`config.mk`:
```
export PLATFORM = sky130hd
export DESIGN_NAME = add_scheduler
export DESIGN_NICKNAME = d
export VERILOG_FILES = /design/src/rtl/add_scheduler.sv
export SDC_FILE = /design/constraint.sdc
export NUM_CORES = 1
export LEC_CHECK = 0
export BUFFER_PORTS_ARGS = -buffer_cell sky130_fd_sc_hd__buf_2
export CAP_MARGIN = 30
export CORE_MARGIN = 4
export CORE_UTILIZATION = 52
export CTS_BUF_LIST = sky130_fd_sc_hd__clkbuf_16
export CTS_CLUSTER_SIZE = 16
export DETAILED_ROUTE_END_ITERATION = 8
export PLACE_DENSITY = 0.8
export RECOVER_POWER = 100
export SETUP_SLACK_MARGIN = 0.1
export SLEW_MARGIN = 20
export SYNTH_ARGS = -nofsm -noshare
export SYNTH_HDL_FRONTEND = slang
export SYNTH_SLANG_ARGS = --single-unit
```
`constraint.sdc`:
```
create_clock -name clk -period 2.7 [get_ports clk]
set_input_delay 0.135 -clock clk [delete_from_list [all_inputs] [get_ports clk]]
set_output_delay 0.135 -clock clk [all_outputs]
set_load 0.01 [all_outputs]
```
`src/rtl/add_scheduler.sv`:
```
// -----------------------------------------------------------------------------
// add_scheduler
//   Two requesters share one WIDTH-bit adder. Requests are granted round-robin,
//   operands are captured, the sum is registered one cycle later, and the
//   result is held until the consumer accepts it.
//
// Ports
//   clk                 : clock, rising edge
//   rst_n               : asynchronous active-low reset
//   req0_valid/req1_valid : requester operands valid
//   req0_a, req0_b      : requester 0 operands (WIDTH)
//   req1_a, req1_b      : requester 1 operands (WIDTH)
//   req0_ready/req1_ready : acceptance strobes (combinational, IDLE only)
//   rsp_valid           : result held
//   rsp_ready           : consumer accept
//   rsp_sum             : sum modulo 2^WIDTH
//   rsp_id              : originating requester
//   busy                : state is not IDLE
//   op_count            : completed response handshakes, wraps at 16 bits
// -----------------------------------------------------------------------------

// Plain combinational adder; carry out of the top bit is discarded.
module sixteenBitAdder #(
  parameter int WIDTH = 16
) (
  input  logic [WIDTH-1:0] a_i,
  input  logic [WIDTH-1:0] b_i,
  output logic [WIDTH-1:0] sum_o
);
  assign sum_o = a_i + b_i;
endmodule

module add_scheduler #(
  parameter int WIDTH = 16
) (
  input  logic             clk,
  input  logic             rst_n,
  input  logic             req0_valid,
  input  logic             req1_valid,
  input  logic [WIDTH-1:0] req0_a,
  input  logic [WIDTH-1:0] req0_b,
  input  logic [WIDTH-1:0] req1_a,
  input  logic [WIDTH-1:0] req1_b,
  output logic             req0_ready,
  output logic             req1_ready,
  output logic             rsp_valid,
  input  logic             rsp_ready,
  output logic [WIDTH-1:0] rsp_sum,
  output logic             rsp_id,
  output logic             busy,
  output logic [15:0]      op_count
);

  typedef enum logic [1:0] {
    IDLE = 2'd0,
    EXEC = 2'd1,
    RESP = 2'd2
  } state_e;

  state_e           state_q, state_d;
  logic [WIDTH-1:0] op_a_q, op_a_d;
  logic [WIDTH-1:0] op_b_q, op_b_d;
  logic             id_q, id_d;
  logic             last_q, last_d;     // requester granted most recently
  logic             rsp_valid_q, rsp_valid_d;
  logic [WIDTH-1:0] rsp_sum_q, rsp_sum_d;
  logic [15:0]      count_q, count_d;
  logic [WIDTH-1:0] add_sum;
  logic             grant_id;

  // The only adder: it sees the captured operands, never the live inputs.
  sixteenBitAdder #(.WIDTH(WIDTH)) u_adder (
    .a_i   (op_a_q),
    .b_i   (op_b_q),
    .sum_o (add_sum)
  );

  // Round-robin pick: a lone requester wins; on a tie the one not granted
  // last wins. Only meaningful when at least one valid is high.
  always_comb begin
    if (req0_valid && req1_valid) grant_id = ~last_q;
    else                          grant_id = req1_valid;
  end

  always_comb begin
    // NOTE: every signal gets a default first so no path leaves one
    // unassigned, which would otherwise infer a latch.
    state_d     = state_q;
    op_a_d      = op_a_q;
    op_b_d      = op_b_q;
    id_d        = id_q;
    last_d      = last_q;
    rsp_valid_d = rsp_valid_q;
    rsp_sum_d   = rsp_sum_q;
    count_d     = count_q;
    req0_ready  = 1'b0;
    req1_ready  = 1'b0;

    unique case (state_q)
      IDLE: begin
        req0_ready = req0_valid && (grant_id == 1'b0);
        req1_ready = req1_valid && (grant_id == 1'b1);
        if (req0_ready || req1_ready) begin
          op_a_d  = grant_id ? req1_a : req0_a;
          op_b_d  = grant_id ? req1_b : req0_b;
          id_d    = grant_id;
          last_d  = grant_id;
          state_d = EXEC;
        end
      end
      EXEC: begin
        rsp_sum_d   = add_sum;
        rsp_valid_d = 1'b1;
        state_d     = RESP;
      end
      RESP: begin
        if (rsp_ready) begin
          rsp_valid_d = 1'b0;
          count_d     = count_q + 16'd1;
          state_d     = IDLE;
        end
      end
      default: state_d = IDLE;
    endcase
  end

  // NOTE: state registers use non-blocking assignments so every register
  // samples the pre-edge values, independent of statement order.
  always_ff @(posedge clk or negedge rst_n) begin
    if (!rst_n) begin
      state_q     <= IDLE;
      op_a_q      <= '0;
      op_b_q      <= '0;
      id_q        <= 1'b0;
      last_q      <= 1'b1;   // so requester 0 wins the first tie
      rsp_valid_q <= 1'b0;
      rsp_sum_q   <= '0;
      count_q     <= 16'd0;
    end else begin
      state_q     <= state_d;
      op_a_q      <= op_a_d;
      op_b_q      <= op_b_d;
      id_q        <= id_d;
      last_q      <= last_d;
      rsp_valid_q <= rsp_valid_d;
      rsp_sum_q   <= rsp_sum_d;
      count_q     <= count_d;
    end
  end

  assign rsp_valid = rsp_valid_q;
  assign rsp_sum   = rsp_sum_q;
  assign rsp_id    = id_q;
  assign busy      = (state_q != IDLE);
  assign op_count  = count_q;

endmodule

```
==> results by group, run 1 <==
Detailed routing
  – Vias: about 3,200
  – Routed wire length per instance: approximately 15 um
  – DR vias/cell: roughly 5.4
  – DR iter-0 viols: 141
  – Detail Route Antenna Nets: 0
  – Drt first pass iters: 5
  – Post-Route WL: a little under 9000 um
  – DRC: 0

Pwr
  – Power per cell area: approximately 1300 mW/mm^2
  – Leak: ~2.2 nW
  – Worst vdd ir: between 700 and 800 uV

GRT
  – Initial antenna violation count: 0
  – Vias in the first global route: 2,960
  – GR Util All Layers: 0.205
  – GR Overflow Total: 0
  – First-pass GRT wire length: around 14,000 um
  – Largest net degree at the start of global routing: 70

STA
  – Slew Limit Fails: 70
  – Worst Setup Slack, final: 0.435 ns
  – Rel. slew slack: -0.106
  – # setup viols final: 0
  – Final Cycle Share: 0.839
  – Fmax: approximately 0.44 GHz
  – Worst Skew: ~0.0065 ns
  – Unrepaired setup endpoints after global routing: no
  – Worst Tran Pin Value: around 1.7 ns
  – Final Hold Viols: 0
  – Final min period: between 2 and 2.5 ns
  – Setup_tns: 0 ns

Worst setup path
  – Crit-path cells: ha_1 -> fa_1 -> a21oi_1 -> o211ai_1 -> a311o_1 -> a211o_1 -> o211ai_1
  – Slowest stage delay, CP: between 0.4 and 0.5 ns
  – Critical path data arrival time: 2.51 ns
  – Max Fanout on Critical Path: 4
  – Critical path class: flop to flop
  – Worst path required time: about 3 ns
  – CP dominant cell by count: o211ai_1
  – CP Capture Type: flop
  – Crit-path slowest cell: fa_1
  – CP startpoint kind: flop

Floorplan
  – Num rows: 30
  – Die width: a little over 90 um
  – Core area: ~0.007 mm^2
  – Die area: about 0.0087 mm^2
  – Initial core utilization: 0.546
  – Top-level I/O count: around 110
  – Chip height: between 90 and 100 um

Clock network
  – Htree depth: 3
  – Root Buffer Master: clkbuf_16
  – Worst-path clk slew: around 0.060 ns
  – Max clock buf depth: 2
  – Clock latency at the later pin of the worst-skew pair: about 0.33 ns
  – Post-CTS Setup Inserts: 0
  – Sinks on Clock Net: 69
  – TritonCTS Buffers: 9
  – CTS tree: yes

Cells and area
  – Area grow syn2layout: 24.2%
  – NumNets Final: between 500 and 600
  – Commonest non-fill, non-tap cell in the layout: buf_2
  – Share of cells above drive strength 1: 0.199
  – Most frequent cells in the layout: 69 x buf_2, 68 x dfrtp_1, 50 x a21oi_1, 41 x nor2_1, 37 x clkbuf_1
  – Multi-input gate area in the final layout: 0.00194 mm^2
  – Fill cells: 558
  – Antenna cell count: 0
  – Storage element area: 0.00173 mm^2

Synth
  – FFs w/ async S/R, synth: 1.00
  – Syn Inst Count: around 390
  – Cell Area, Synth: 0.00377 mm^2
  – Number of synthesized flops with an enable pin: 0
  – Synth Warn #: 0
  – Sequential area share after synthesis: 0.458
  – Top FF cell, synth: dfrtp_1
  – Syn_area_per_cell: 9.79 um^2
  – Register bit total from synthesis: 69
  – Synth Net Count: approximately 470
  – Synth unique cells: 52

Min path
  – Worst Hold Class: primary input to flop

Place
  – PortBufs: 105
  – Post-detail-place hpwl: around 6400 um
  – Worst slack, placed: 0.455 ns
  – Gpl congestion: 0.821

Status
  – Failing checks: max-capacitance violations, max-slew violations
  – Status: finished with violations

Job
  – Max cap viols: 1
[stage by stage]
stage,cell area [um^2],total power [mW],instances,hold slack (ns),util
after global routing,4680,6.74,588,0.0311,0.678
after global placement,4410,4.86,571,0.184,0.638
after floorplan,3770,4.10,385,-0.161,-
after detailed placement,4410,4.94,571,0.190,0.638
final,4680,6.23,588,0.0273,0.678
after CTS,4750,6.31,588,0.0159,0.688
[synth_stat cells, drive strengths merged, types with 5 or more instances]
cell    instances  area, um^2
buf            13        65.1
o21ai          12        60.1
nand3          12        60.1
xnor2          16         140
ha             16         200
a21oi          50         250
clkbuf          7        26.3
nor2           42         158
a21o            6        46.3
xor2            7        61.3
dfrtp          68        1700
and3            5        36.3
mux2i          33         330
inv             7        26.3
nor3            5        25.0
nand2          32         120
[report_power, final]
| part | switching [mW] | total (mW) | internal [mW] |
|---|---|---|---|
| clock | 0.430 | 1.33 | 0.897 |
| sequential | 0.294 | 1.77 | 1.48 |
| combinational | 1.85 | 3.13 | 1.28 |
[registers in the layout (all words and copies together) (netlist names)]
register,count
rsp_valid,1
rsp_id,1
state_q,2
op_b_q,16
op_count,16
op_a_q,16
last_q,1
rsp_sum,16
[per-layer routing]
layer	GRT usage	part of all wire	wire (um)	vias up
li1	-	-	-	1587
met1	0.282	0.47	4110	1477
met2	0.315	0.45	3910	106
met3	0.0531	0.063	548	9
met4	0.0708	0.0092	80	0
met5	0	0	0	-
[logic make-up after synthesis]
kind of cell / after synthesis / share of synthesized area
AO/OA/AOI/OAI: 98 / 0.161
multiplexers: 34 / 0.0906
buffers and inverters: 27 / 0.0312
adder cells (fa/ha/maj): 17 / 0.0584
flip-flops: 69 / 0.458
AND/OR/NAND/NOR: 117 / 0.147
XOR/XNOR: 23 / 0.0534
[area by class of cell]
cell class	instances	area share
sequential	69	0.369
clock buffer	9	0.0481
inverter	7	0.00561
tap	96	0.0256
timing repair buffer	111	0.114
clock inverter	7	0.0243
multi-input combinational	289	0.413
[worst max-delay path: cells and delay by family, from the launching register on]
kind	cells	cell delay, ns
AO/OA/AOI/OAI	5	1.17
adder cells (fa/ha/maj)	2	0.62
flip-flops	1	0.39
[path summary, 6_finish.rpt]
kind,from,to,slack (ns),cells after the start
min in group asynchronous,rst_n,op_count[6],0.86,3
max in group asynchronous,rst_n,op_a_q[10],0.85,3
min reg2reg,op_count[15],op_count[15],0.47,1
min,req0_valid,last_q,0.03,2
max,op_b_q[0],rsp_sum[12],0.44,7
max reg2reg,op_b_q[0],rsp_sum[12],0.44,7
[what timing repair did]
item	4_1_cts	5_1_grt
hold buffers	1	0
setup endpoints to repair	0	0
gates resized for setup	0	0
hold endpoints to repair	68	0
Power figures use the tool's default switching activity.
==> run 2, diff against run 1 <==
==> constraint.sdc (replaced) <==
create_clock -name clk -period 2.22 [get_ports clk]
set_input_delay 0.111 -clock clk [delete_from_list [all_inputs] [get_ports clk]]
set_output_delay 0.111 -clock clk [all_outputs]
set_load 0.01 [all_outputs]
==> results by group, run 2 (synthesized netlist as in run 1, its figures left out) <==
Clock network
  – Max clock buf depth: 2
  – TritonCTS Buffers: 9
  – CTS tree: yes
  – Clock latency at the later pin of the worst-skew pair: 0.33 ns
  – Htree depth: 3
  – Root Buffer Master: clkbuf_16
  – Sinks on Clock Net: 69
  – Worst-path clk slew: 0.06 ns

Place
  – Cells after DPL: 578
  – PortBufs: between 100 and 150
  – Post-detail-place hpwl: between 6000 and 7000 um
  – Gpl congestion: roughly 0.89
  – DP Area: roughly 0.0045 mm^2

Cells and area
  – Post-route cell area: just under 0.005 mm^2
  – NumNets Final: about 600
  – Commonest non-fill, non-tap cell in the layout: buf_2
  – Post-route insts no fill: about 600
  – Most frequent cells in the layout: 68 x buf_2, 67 x dfrtp_1, 48 x a21oi_1, 41 x nor2_1, 38 x clkbuf_1
  – Share of cells above drive strength 1: 0.246
  – Antenna cell count: 0
  – Fill cells: between 500 and 600
  – Area grow syn2layout: 29.5%

STA
  – Fmax: approximately 0.47 GHz
  – Worst Tran Pin Value: around 1.6 ns
  – # setup viols final: 0
  – Final Hold Viols: 1
  – Final min period: 2.15 ns
  – Slew Limit Fails: 32
  – Unrepaired setup endpoints after global routing: yes
  – Rel. slew slack: -0.0986
  – Worst Skew: 0.00801 ns
  – Final Cycle Share: 0.968
  – WHS: -0.0275 ns

Pwr
  – Leak: 2.23 nW
  – Overall power: roughly 8.3 mW
  – Power per cell area: between 1500 and 2000 mW/mm^2
  – Worst vdd ir: ~740 uV

Detailed routing
  – DR iter-0 viols: 200
  – Post-Route WL: slightly above 9000 um
  – DRC: 0
  – Vias: about 3,300
  – DR vias/cell: about 5.5
  – Drt first pass iters: 4
  – Detail Route Antenna Nets: 0
  – Routed wire length per instance: between 15 and 20 um

Job
  – Max cap viols: 1

Worst setup path
  – Critical path data arrival time: ~2.4 ns
  – Max Fanout on Critical Path: 7
  – Worst path required time: 2.43 ns
  – CP Capture Type: flop
  – CP startpoint kind: flop
  – Critical path class: flop to flop

Floorplan
  – Die width: 93.1 um
  – Num rows: 30
  – Top-level I/O count: approximately 110
  – Chip height: slightly above 90 um
  – Die area: 0.00868 mm^2
  – Initial core utilization: 0.546
  – Core area: roughly 0.007 mm^2

GRT
  – GR Util All Layers: 0.225
  – Initial antenna violation count: 0
  – First-pass GRT wire length: between 15,000 and 20,000 um
  – Vias in the first global route: between 3,000 and 4,000
  – Largest net degree at the start of global routing: 66
  – GR Overflow Total: 0

Status
  – Failing checks: negative hold slack, max-capacitance violations, max-slew violations
  – Status: finished with violations

Min path
  – Worst Hold Class: primary input to flop
==> run 2: changes by cell type in the layout (fill, tap and decap cells not counted), sizes merged <==
cell / before / now
buf: 72 / 86
clkinv: 4 / 2
inv: 7 / 8
clkinvlp: 0 / 1
clkbuf: 47 / 49
==> run 2: final timing paths <==
path / end / from / slack (ns) / depth (start not counted)
worst max-delay path: rsp_sum[13] / op_b_q[8] / 0.07 / 7
max in group asynchronous: last_q / rst_n / 0.37 / 3
worst min-delay path: last_q / req0_valid / -0.03 / 2
min in group asynchronous: op_count[7] / rst_n / 0.74 / 2
worst max register to register: rsp_sum[13] / op_b_q[8] / 0.07 / 7
worst min register to register: op_count[15] / op_count[15] / 0.47 / 1
==> run 2: repair_timing <==
| item | CTS | global route |
|---|---|---|
| resized for setup | 5 | 15 |
| pin swaps | 3 | 14 |
| setup endpoints to repair | 4 | 8 |
| endpoints found under the hold margin | 30 | 0 |
| hold buffers | 1 | 0 |
| cloned | 0 | 0 |
| buffers inserted | 5 | 5 |
==> run 2: layout make-up <==
type                    instances  area (um^2)  area share
multi-input cells             289         2010       0.411
inverters                       7         26.3     0.00538
well taps                      96          120      0.0246
flip-flops and latches         69         1730       0.354
repair buffers                127          659       0.135
clock buffers                   9          225      0.0461
clock inverters                 7          115      0.0236
==> run 2: report_power, final <==
part	internal, mW	leakage (nW)	total [mW]	switching (mW)
clock network	1.09	0.167	1.62	0.527
logic	2.00	1.25	4.46	2.47
registers	1.80	0.818	2.21	0.407
total	4.89	2.23	8.29	3.40
==> run 2: per-layer routing <==
layer / track usage / wire [um] / vias to the layer above
li1: - / - / 1617
met1: 0.306 / 4170 / 1545
met2: 0.356 / 4320 / 121
met3: 0.0459 / 580 / 15
met4: 0.0855 / 165 / 0
met5: 0 / 0 / -
==> run 2: metrics by stage <==
stage | setup WS, ns | hold slack [ns] | utilization | TNS (ns)
floorplan | 0.147 | -0.185 | - | 0
global placement | 0.0610 | 0.198 | 0.647 | 0
detailed placement | -0.0133 | 0.208 | 0.647 | -0.0138
CTS | 0.0801 | 0.000150 | 0.706 | 0
global route | -0.0111 | -0.0164 | 0.707 | -0.0111
finish | 0.0712 | -0.0275 | 0.707 | 0
==> run 2: critical path, cell delays in order, from the launching register on <==
cell and delay, ns:
dfrtp_1 0.42, ha_4 0.30, buf_4 0.14, and2_0 0.30, nand3_1 0.19, o41a_1 0.45
mux2i_1 0.16, nand2_1 0.07
==> run 3, diff against run 2 <==
--- a/config.mk
+++ b/config.mk
@@ -7,6 +7,7 @@
 export LEC_CHECK = 0
 export BUFFER_PORTS_ARGS = -buffer_cell sky130_fd_sc_hd__buf_2
 export CAP_MARGIN = 30
+export CORE_ASPECT_RATIO = 0.5
 export CORE_MARGIN = 4
 export CORE_UTILIZATION = 52
 export CTS_BUF_LIST = sky130_fd_sc_hd__clkbuf_16
==> results by group, run 3 (synthesized netlist as in run 1, its figures left out) <==
Pwr
  – Worst vdd ir: about 670 uV
  – Power per cell area: roughly 1600 mW/mm^2
  – Overall power: 7.66 mW
  – Leak: ~2.2 nW

STA
  – Worst Skew: about 0.0062 ns
  – WHS: around 0.034 ns
  – Rel. slew slack: 0.0552
  – Setup_tns: 0 ns
  – Worst Tran Pin Value: 1.42 ns
  – Final min period: 2.15 ns
  – Final Hold Viols: 0
  – Slew Limit Fails: 0
  – Final Cycle Share: 0.967
  – Fmax: roughly 0.47 GHz
  – # setup viols final: 0
  – Unrepaired setup endpoints after global routing: yes

GRT
  – GR Util All Layers: 0.218
  – Initial antenna violation count: 0
  – First-pass GRT wire length: around 15,000 um
  – GR Overflow Total: 0
  – Vias in the first global route: approximately 3,000
  – Largest net degree at the start of global routing: between 50 and 60

Clock network
  – Worst-path clk slew: 0.06 ns
  – Htree depth: 3
  – CTS tree: yes
  – Sinks on Clock Net: 69
  – Root Buffer Master: clkbuf_16
  – Clock latency at the later pin of the worst-skew pair: approximately 0.33 ns
  – Max clock buf depth: 2
  – TritonCTS Buffers: 9

Detailed routing
  – DRC: 0
  – Detail Route Antenna Nets: 0
  – Post-Route WL: 9200 um
  – Drt first pass iters: 5
  – Vias: roughly 3,300
  – DR iter-0 viols: around 180
  – DR vias/cell: 5.52
  – Routed wire length per instance: 15.4 um

Worst setup path
  – Slowest stage delay, CP: ~0.41 ns
  – CP Capture Type: flop
  – Worst path required time: around 2.5 ns
  – Crit-path cells: ha_2 -> fa_2 -> a21oi_2 -> o211ai_1 -> a311o_1 -> a211o_1 -> o211ai_1
  – Critical path class: flop to flop
  – CP dominant cell by count: o211ai_1
  – Critical path buffers and inverters: 0
  – CP startpoint kind: flop
  – CP top delay family: compound AO/OA/AOI/OAI gates
  – Max Fanout on Critical Path: 3
  – Critical path data arrival time: between 2 and 2.5 ns
  – Crit-path slowest cell: a311o_1

Floorplan
  – Die area: between 0.008 and 0.009 mm^2
  – Chip height: 68.2 um
  – Die width: 128 um
  – Top-level I/O count: between 100 and 150
  – Num rows: 21
  – Core area: 0.00686 mm^2
  – Initial core utilization: 0.550

Cells and area
  – Fin util: 0.687
  – Share of cells above drive strength 1: 0.214
  – NumNets Final: slightly below 600
  – Post-route insts no fill: 596
  – Antenna cell count: 0
  – Most frequent cells in the layout: 69 x buf_2, 68 x dfrtp_1, 48 x a21oi_1, 42 x nor2_1, 38 x clkbuf_1
  – Commonest non-fill, non-tap cell in the layout: buf_2
  – Area grow syn2layout: 25.0%

Place
  – PortBufs: ~110
  – Cells after DPL: around 570
  – Gpl congestion: approximately 0.87
  – Post-detail-place hpwl: slightly below 7000 um

Min path
  – Worst Hold Class: primary input to flop

Status
  – Status: finished clean

Job
  – Max cap viols: 0
-- run 3: area by class of cell --
| type | instances | area (um^2) |
|---|---|---|
| clock buffer | 9 | 225 |
| fill | 563 | 2150 |
| tap | 92 | 115 |
| sequential | 69 | 1730 |
| clock inverter | 7 | 30.0 |
| inverter | 7 | 26.3 |
| multi-input combinational | 289 | 1950 |
| timing repair buffer | 123 | 636 |
-- run 3: worst reg2reg max path: stages (launching register included) --
cell and delay, ns:
dfrtp_1 0.38, ha_2 0.20, fa_2 0.37, a21oi_2 0.18, o211ai_1 0.18, a311o_1 0.41
a211o_1 0.27, o211ai_1 0.09
-- run 3: power by group --
part	switching, mW	internal, mW	leakage [nW]
sequential	0.378	1.79	0.818
combinational	2.47	1.80	1.23
clock	0.496	0.730	0.135
total	3.34	4.32	2.18
-- run 3: path summary, 6_finish.rpt --
kind                       slack, ns    startpoint            to  cells past startpoint
max                             0.07     op_b_q[0]   rsp_sum[12]                      7
min                             0.03    req0_valid        last_q                      2
max reg2reg                     0.07     op_b_q[0]   rsp_sum[12]                      7
min reg2reg                     0.48  op_count[15]  op_count[15]                      1
max in group asynchronous       0.64         rst_n        last_q                      3
min in group asynchronous       0.65         rst_n     op_b_q[3]                      2
-- run 3: per-stage QoR --
| step | setup slack [ns] | cell area, um^2 |
|---|---|---|
| after floorplan | 0.147 | 3770 |
| after global placement | 0.0643 | 4460 |
| after detailed placement | 0.0128 | 4460 |
| after CTS | 0.119 | 4740 |
| after global routing | 0.0108 | 4710 |
| final | 0.0734 | 4710 |
-- run 3: what timing repair did --
| item | in CTS | in global routing |
|---|---|---|
| endpoints found under the setup margin | 2 | 5 |
| resized for setup | 3 | 5 |
| buffers inserted | 0 | 5 |
| hold buffers | 2 | 0 |
| hold endpoints to repair | 26 | 0 |
| pin swaps | 0 | 7 |
-- run 3: per-layer routing --
layer	share of wire	GRT usage	vias to the layer above
li1	-	-	1607
met5	0	0	-
met2	0.44	0.337	158
met4	0.0096	0.0648	0
met1	0.47	0.302	1517
met3	0.085	0.0600	10
